[config.mk]
export PLATFORM = sky130hd
export DESIGN_NAME = serial_sub
export DESIGN_NICKNAME = d
export VERILOG_FILES = /design/src/rtl/serial_sub.sv
export SDC_FILE = /design/constraint.sdc
export NUM_CORES = 1
export LEC_CHECK = 0
export CORE_ASPECT_RATIO = 0.75
export CORE_MARGIN = 2
export CORE_UTILIZATION = 50
export CTS_CLUSTER_SIZE = 28
export DETAILED_ROUTE_END_ITERATION = 10
export GPL_TIMING_DRIVEN = 1
export MAX_ROUTING_LAYER = met4
export PLACE_DENSITY = 0.78
export SLEW_MARGIN = 20
export SYNTH_ARGS = -nofsm -noshare
export SYNTH_HDL_FRONTEND = slang
export SYNTH_SLANG_ARGS = --single-unit
[constraint.sdc]
create_clock -name clk -period 1.8 [get_ports clk]
set_clock_uncertainty 0.1 [all_clocks]
set_input_delay 0.18 -clock clk [delete_from_list [all_inputs] [get_ports clk]]
set_output_delay 0.18 -clock clk [all_outputs]
set_load 0.01 [all_outputs]
[src/rtl/serial_sub.sv]
// Bit-serial unsigned subtractor: diff = a - b, one bit per clock, LSB first.
// Latency: WIDTH+1 cycles from accepted start to done; one result per WIDTH+2 cycles.
// Backpressure: none; start is taken only in IDLE, ignored (not queued) while busy or done.
//
// Ports:
//   clk, rst      rising-edge clock, synchronous active-high reset (priority over start)
//   start, a, b   request plus operands, sampled together in the IDLE accept cycle
//   busy          high exactly while bits are being processed (RUN)
//   done          one-cycle pulse, same cycle diff/borrow show the new result
//   diff, borrow  registered result (a - b) mod 2^WIDTH and final borrow (a < b)

// Single full-subtractor cell: x - y - bin.
module full_sub (
    input  logic x,
    input  logic y,
    input  logic bin,
    output logic sub,
    output logic bout
);
    assign sub  = x ^ y ^ bin;
    assign bout = (~x & y) | (y & bin) | (~x & bin);
endmodule

module serial_sub #(
    parameter int WIDTH = 8
) (
    input  logic             clk,
    input  logic             rst,
    input  logic             start,
    input  logic [WIDTH-1:0] a,
    input  logic [WIDTH-1:0] b,
    output logic             busy,
    output logic             done,
    output logic [WIDTH-1:0] diff,
    output logic             borrow
);
    localparam int CW = $clog2(WIDTH) + 1;

    typedef enum logic [1:0] {
        S_IDLE = 2'd0,
        S_RUN  = 2'd1,
        S_DONE = 2'd2
    } state_t;

    state_t           state;
    state_t           state_nxt;

    logic [WIDTH-1:0] sa;
    logic [WIDTH-1:0] sb;
    logic [WIDTH-1:0] sr;
    logic             br;
    logic [CW-1:0]    cnt;

    logic             cell_sub;
    logic             cell_bout;
    logic             last_bit;
    logic [WIDTH-1:0] sr_nxt;

    full_sub u_cell (
        .x    (sa[0]),
        .y    (sb[0]),
        .bin  (br),
        .sub  (cell_sub),
        .bout (cell_bout)
    );

    assign last_bit = (cnt == CW'(WIDTH - 1));
    assign sr_nxt   = {cell_sub, sr[WIDTH-1:1]};

    // Outputs are pure decodes of the state register.
    assign busy = (state == S_RUN);
    assign done = (state == S_DONE);

    always_comb begin
        state_nxt = state;
        case (state)
            S_IDLE: if (start) state_nxt = S_RUN;
            S_RUN:  if (last_bit) state_nxt = S_DONE;
            S_DONE: state_nxt = S_IDLE;
            default: state_nxt = S_IDLE;
        endcase
    end

    always_ff @(posedge clk) begin
        if (rst) begin
            state <= S_IDLE;
        end else begin
            state <= state_nxt;
        end
    end

    always_ff @(posedge clk) begin
        if (rst) begin
            sa     <= '0;
            sb     <= '0;
            sr     <= '0;
            br     <= 1'b0;
            cnt    <= '0;
            diff   <= '0;
            borrow <= 1'b0;
        end else begin
            case (state)
                S_IDLE: begin
                    if (start) begin
                        sa  <= a;
                        sb  <= b;
                        br  <= 1'b0;
                        cnt <= '0;
                    end
                end
                S_RUN: begin
                    sr  <= sr_nxt;
                    br  <= cell_bout;
                    sa  <= sa >> 1;
                    sb  <= sb >> 1;
                    cnt <= cnt + CW'(1);
                    // Publish on the edge that enters DONE so the new result is
                    // already visible in the cycle done is high. The last bit is
                    // still in flight here, hence sr_nxt / cell_bout rather than sr / br.
                    if (last_bit) begin
                        diff   <= sr_nxt;
                        borrow <= cell_bout;
                    end
                end
                default: ;
            endcase
        end
    end
endmodule
==> key figures, run 1 <==
Clocking
  – CTS tree: built
  – Htree depth: 2
  – Deepest clock path buffer count: 2
  – CTS buffer count: 5
  – Clock Sink Count: 39
  – CTS root buf: clkbuf_8
  – CTS Hold Bufs: 0
  – Clock slew at reported path FFs: 0.08 ns
  – Clk_lat worst skew: 0.29 ns

Synthesis
  – #FFs+latches synth: 39
  – Synthesized cell area: 1830 sq um
  – Synthesized Nets: 232
  – Synth Area per Inst: 8.69 sq um
  – Distinct cells, synth: 33
  – Cells after Synth: 211
  – Top area cells in the synthesized netlist: dfxtp_1 43%, a21oi_1 10%, o221a_2 8.6%, a21bo_2 4.4%, nor2_1 3.7%
  – Register area share after synthesis: 0.426
  – Synth area leader: dfxtp_1
  – Synth warn: 0
  – Area share of the largest cell type after synthesis: 0.426

Power and ir drop
  – Sw Ratio: 0.258
  – Sequential power share: 0.534
  – LEAKAGE: roughly 0.88 nW
  – Int Power: 1.30 mW
  – Worst vdd ir: ~380 uV
  – Clock power share: 0.327
  – Comb power frac: 0.139
  – PwrDens: 762 nW/um^2
  – P_sw: between 400 and 500 uW

Timing
  – Final worst path period share: 0.945
  – RSZ-0062 raised after global routing: no
  – Fin. Hold Viols: 0
  – Final setup violation count: 0
  – Slew at the pin with the worst max-slew slack: 0.302 ns
  – Setup ws final: 0.0990 ns
  – Fin Setup TNS: 0 ns
  – Relative slew slack: 0.798
  – FMAX: 0.588 GHz
  – Post-layout minimum cycle time: 1.70 ns
  – Final Max Tran Viols: 0

Placed design
  – Final Wtd Congestion: 0.800
  – Pre-CTS WS: 0.238 ns
  – IO Port Bufs: 29
  – DP HPWL: 2650 um

Hold path
  – Hold depth: 2
  – Hold Startpoint: sr[1]
  – Worst min path class: flip-flop to flip-flop
  – Hold Path Sink: diff[0]

Run status
  – Status: finished clean

Layout
  – Final #Nets: ~260
  – P&R area growth vs syn: 24.9%
  – Diodes inserted: 0
  – Multi-input gate area: 896 sq um
  – Layout cells sized above 1: 0.214
  – Commonest cells after routing, fill and taps aside: 38 x a21oi_1, 38 x dfxtp_1, 29 x clkdlybuf4s50_1
  – Fillers: 308
  – Sequential Area: 782 sq um

Floorplan
  – Core area: 3590 sq um
  – I/O pin count: 30
  – Num rows: 19
  – Die Y: ~56 um
  – Die Area: 4170 sq um
  – Initial core utilization: 0.511
  – Die width: 73.9 um

Critical path
  – Crit. End Element: output pin
  – Startpoint type of the worst setup path: flip-flop
  – Crit path required time: approximately 1.5 ns
  – R2R setup slack: about 0.32 ns
  – Worst r2r path cells: 5
  – Reg2reg end: diff[7]
  – Crit path arrival time: 1.42 ns
  – R2R Path Start: cnt[0]
  – Worst Setup Path Type: flip-flop to output pin
  – Crit Path Max Fanout: 8

GRT
  – Antenna violations before repair: 0
  – GRT Overall Usage: 0.205
  – Vias in the first global route: between 1,000 and 1,500
  – First-pass GRT wire length: roughly 6500 um
  – Grt ovf: 0
  – Largest net degree at the start of global routing: 30

Drt
  – Final wirelength: 3880 um
  – Post-DR vias/cell: ~5.3
  – Drt first pass iters: 4
  – Vias: 1,575
  – DR WL/cell: between 10 and 15 um
  – Post-route ant nets: 0
  – DRC violations left: 0
  – DR iter-0 viols: 137

Job
  – Max_cap viols: 0
logic make-up (layout without fill, tap and decap cells):
kind of cell,after synthesis,count (layout),synth area share
muxes,1,1,0.00546
adders and majority gates,2,2,0.0177
and+or+nand+nor,57,57,0.147
buffers and inverters,34,66,0.0900
DFF,39,39,0.426
AOI/OAI and AO/OA,78,78,0.314
cells in the mapped netlist:
cell type and number:
o21ai_0 1, inv_2 1, inv_1 14, nand2b_1 1, o221a_2 14, and2_1 1
fa_1 1, a211oi_2 1, clkbuf_1 3, buf_6 3, a21oi_2 1, a31oi_1 1
or2_2 1, a22oi_1 2, o22a_1 7, a211oi_1 2, buf_1 1, nor2b_1 6
nor3b_1 1, a21bo_2 8, nand2b_4 1, dfxtp_1 39, o21bai_2 1, nor2_1 18
o22ai_1 2, nand2_1 16, nand3_1 10, ha_1 1, mux2i_1 1, or3_1 1
buf_2 12, and3b_1 1, a21oi_1 38
registers in the layout, indices dropped and copies added, names as in the netlist:
name	flops
sr	7
state	2
br	1
borrow	1
diff	8
sa	8
sb	8
cnt	4
power groups by stage:
stage               sequential, mW  clock (mW)  combinational [mW]
detailed placement           0.952           0               0.240
global placement             0.951           0               0.235
finish                       0.933       0.571               0.242
floorplan                    0.944           0               0.156
CTS                          0.933       0.576               0.242
global route                 0.939       0.625               0.267
through the flow:
step / util / total power [mW] / hold WS, ns / cell area [sq um] / instances
floorplan: - / 1.10 / 0.264 / 1830 / 211
global placement: 0.612 / 1.19 / 0.345 / 2200 / 287
detailed placement: 0.612 / 1.19 / 0.359 / 2200 / 287
CTS: 0.638 / 1.75 / 0.371 / 2290 / 295
global route: 0.638 / 1.83 / 0.382 / 2290 / 295
finish: 0.638 / 1.75 / 0.375 / 2290 / 295
critical path, stage by stage, from the launching register on:
cell,delay (ns)
dfxtp_2,0.37
nand2b_4,0.17
inv_2,0.07
clkdlybuf4s50_1,0.53
worst max path at each step:
| stage | startpoint | slack [ns] | to | cells after the start |
|---|---|---|---|---|
| floorplan | cnt[0] | 0.45 | diff[7] | 6 |
| global placement | start | 0.27 | sb[4] | 4 |
| detailed placement | start | 0.24 | sa[0] | 4 |
| CTS | state[1] | 0.09 | done | 2 |
| global route | state[1] | 0.02 | done | 2 |
| finish | state[1] | 0.1 | busy | 3 |
area by class of cell:
type                       instances  area share
inverter                          15      0.0246
sequential                        39       0.341
timing repair buffer              43       0.178
clock inverter                     3     0.00655
tap                               52      0.0284
multi-input combinational        138       0.391
clock buffer                       5      0.0300
metal layers:
layer,vias up,wire [um],track usage
li1,800,-,-
met1,747,1960,0.288
met2,26,1760,0.290
met3,2,141,0.0664
met4,0,12,0.0390
met5,-,0,-
repair_timing:
action                     CTS  global route
gates resized for setup      2             0
buffers inserted             0             0
setup endpoints to repair    1             0
(Power assumes the default switching activity.)
==> run 2: changes to the inputs <==
--- a/config.mk
+++ b/config.mk
@@ -12,7 +12,7 @@
 export DETAILED_ROUTE_END_ITERATION = 10
 export GPL_TIMING_DRIVEN = 1
 export MAX_ROUTING_LAYER = met4
-export PLACE_DENSITY = 0.78
+export PLACE_DENSITY = 0.85
 export SLEW_MARGIN = 20
 export SYNTH_ARGS = -nofsm -noshare
 export SYNTH_HDL_FRONTEND = slang
==> run 2 against run 1 <==
  * Setup slack improved by 0.013 ns
  * Global-route usage about the same
  * Maximum frequency rose by 0.74%
  * Utilization fell by 0.94 points
  * Clock-buffer cell count is 2 higher
  * Worst hold slack worse by 0.0018 ns
  * Clock power fell by 0.9%
  * Sequential power barely moved
  * Largest cell class unchanged
  * Critical path type unchanged
  * Total power is 0.73% lower
  * Die area is the same
==> key figures, run 2 (synthesis gave the netlist of run 1 again) <==
Critical path
  – Crit path arrival time: 1.41 ns (about the same)
  – Crit. End Element: output pin
  – Crit path required time: 1.52 ns (about the same)
  – Worst r2r path cells: 5 (unchanged)
  – Worst Setup Path Type: flip-flop to output pin
  – Crit Path Max Fanout: 4 (-4)
  – Startpoint type of the worst setup path: flip-flop

Floorplan
  – Initial core utilization: 0.511 (unchanged)
  – Die width: 73.9 um (unchanged)
  – I/O pin count: 30 (unchanged)
  – Num rows: 19 (unchanged)
  – Die Y: 56.5 um (unchanged)
  – Die Area: 4170 sq um (unchanged)
  – Core area: 3590 sq um (unchanged)

Hold path
  – Hold depth: 2 (unchanged)
  – Worst min path class: flip-flop to flip-flop

GRT
  – First-pass GRT wire length: 6380 um (-1.7%)
  – GRT Overall Usage: 0.204 (-0.000313)
  – Grt ovf: 0 (unchanged)
  – Largest net degree at the start of global routing: 30 (unchanged)
  – Antenna violations before repair: 0 (unchanged)
  – Vias in the first global route: 1,436 (+0.49%)

Clocking
  – CTS buffer count: 5 (unchanged)
  – Post-CTS Setup Bufs: 0 (unchanged)
  – Clock slew at reported path FFs: 0.07 ns (about the same)
  – Deepest clock path buffer count: 2 (unchanged)
  – CTS root buf: clkbuf_8
  – Clk_lat worst skew: 0.29 ns (about the same)
  – Htree depth: 2 (unchanged)
  – Clock Sink Count: 39 (unchanged)
  – CTS tree: built
  – Post-cts sizing count: 0 (-2)
  – CTS Hold Bufs: 0 (unchanged)

Placed design
  – Final Wtd Congestion: 0.769 (-3.8%)
  – IO Port Bufs: 29 (unchanged)
  – DP HPWL: 2550 um (-4.1%)

Power and ir drop
  – Worst vdd ir: 534 uV (+39%)
  – PwrDens: 768 nW/um^2 (+0.76%)
  – LEAKAGE: 0.862 nW (-2.6%)

Job
  – Max_cap viols: 0 (unchanged)

Timing
  – Final worst path period share: 0.938 (-0.00696)
  – RSZ-0062 raised after global routing: no
  – Slew at the pin with the worst max-slew slack: 0.450 ns (+0.148 ns)
  – Final setup violation count: 0 (unchanged)
  – FMAX: 0.592 GHz (+0.74%)
  – Post-layout minimum cycle time: 1.69 ns (-0.0125 ns)
  – Relative slew slack: 0.699 (-0.0989)
  – Final Max Tran Viols: 0 (unchanged)
  – Fin. Hold Viols: 0 (unchanged)
  – Fin Setup TNS: 0 ns (unchanged)
  – Min Hold Slack: 0.373 ns (-0.00182 ns)

Run status
  – Status: finished clean

Drt
  – DR WL/cell: 13.1 um (-0.64%)
  – Final wirelength: 3810 um (-1.7%)
  – Drt first pass iters: 4 (unchanged)
  – Vias: 1,558 (-1.1%)
  – DRC violations left: 0 (unchanged)
  – Post-DR vias/cell: 5.34 (about the same)
  – Post-route ant nets: 0 (unchanged)
  – DR iter-0 viols: 123 (-10%)

Layout
  – Commonest non-fill, non-tap cell in the layout: dfxtp_1
  – Layout cells sized above 1: 0.188 (-0.0265)
  – Fillers: 298 (-3.2%)
  – Diodes inserted: 0 (unchanged)
  – Biggest regs: diff (8), sa (8), sb (8)
  – P&R area growth vs syn: 23.1%
  – Commonest cells after routing, fill and taps aside: 39 x dfxtp_1, 38 x a21oi_1, 29 x clkdlybuf4s50_1
  – Final #Nets: 260 (-1.1%)
==> run 2: cell types whose count changed in the layout (fill, tap and decap cells not counted), sizes merged <==
| cell | change |
|---|---|
| buf | -3 |
| clkinv | -2 |
| clkbuf | +2 |
==> run 2: path summary, 6_finish.rpt <==
check             slack (ns)      from       to
setup / recovery        0.11  state[1]     busy
hold reg to reg         0.37     sr[5]    sr[4]
setup reg to reg        0.25    cnt[0]  diff[3]
hold / removal          0.37     sr[5]    sr[4]
==> run 2: power by group <==
part / leakage [nW] / internal, mW / total, mW / switching (mW)
clock: 0.0422 / 0.272 / 0.566 / 0.294
sequential: 0.319 / 0.902 / 0.932 / 0.0309
combinational: 0.501 / 0.124 / 0.235 / 0.111
==> run 2: layer usage <==
layer,part of all wire,vias to the layer above,track usage
li1,-,797,-
met1,0.48,732,0.258
met2,0.47,22,0.310
met3,0.033,7,0.0503
met4,0.018,0,0.0883
met5,0,-,-
==> run 2: area by class of cell <==
type / count / area (sq um) / share of cell area
clock buffers: 7 / 76.3 / 0.0338
inverters: 15 / 56.3 / 0.0249
well taps: 52 / 65.1 / 0.0288
multi-input cells: 138 / 888 / 0.394
repair buffers: 40 / 385 / 0.171
clock inverters: 1 / 5.00 / 0.00222
flip-flops and latches: 39 / 781 / 0.346
==> run 2: per-stage QoR <==
step / cell area [sq um] / power [mW] / utilization / worst slack, ns / instances
2_1_floorplan: 1830 / 1.10 / - / 0.452 / 211
3_3_place_gp: 2180 / 1.18 / 0.606 / 0.242 / 284
3_5_place_dp: 2180 / 1.19 / 0.606 / 0.190 / 284
4_1_cts: 2260 / 1.74 / 0.629 / 0.104 / 292
5_1_grt: 2260 / 1.81 / 0.629 / 0.0637 / 292
6_report: 2260 / 1.73 / 0.629 / 0.112 / 292
==> run 2: critical path, stage by stage (launching register included) <==
cell and delay, ns:
dfxtp_1 0.33, nand2b_1 0.19, inv_2 0.08, clkdlybuf4s50_1 0.52
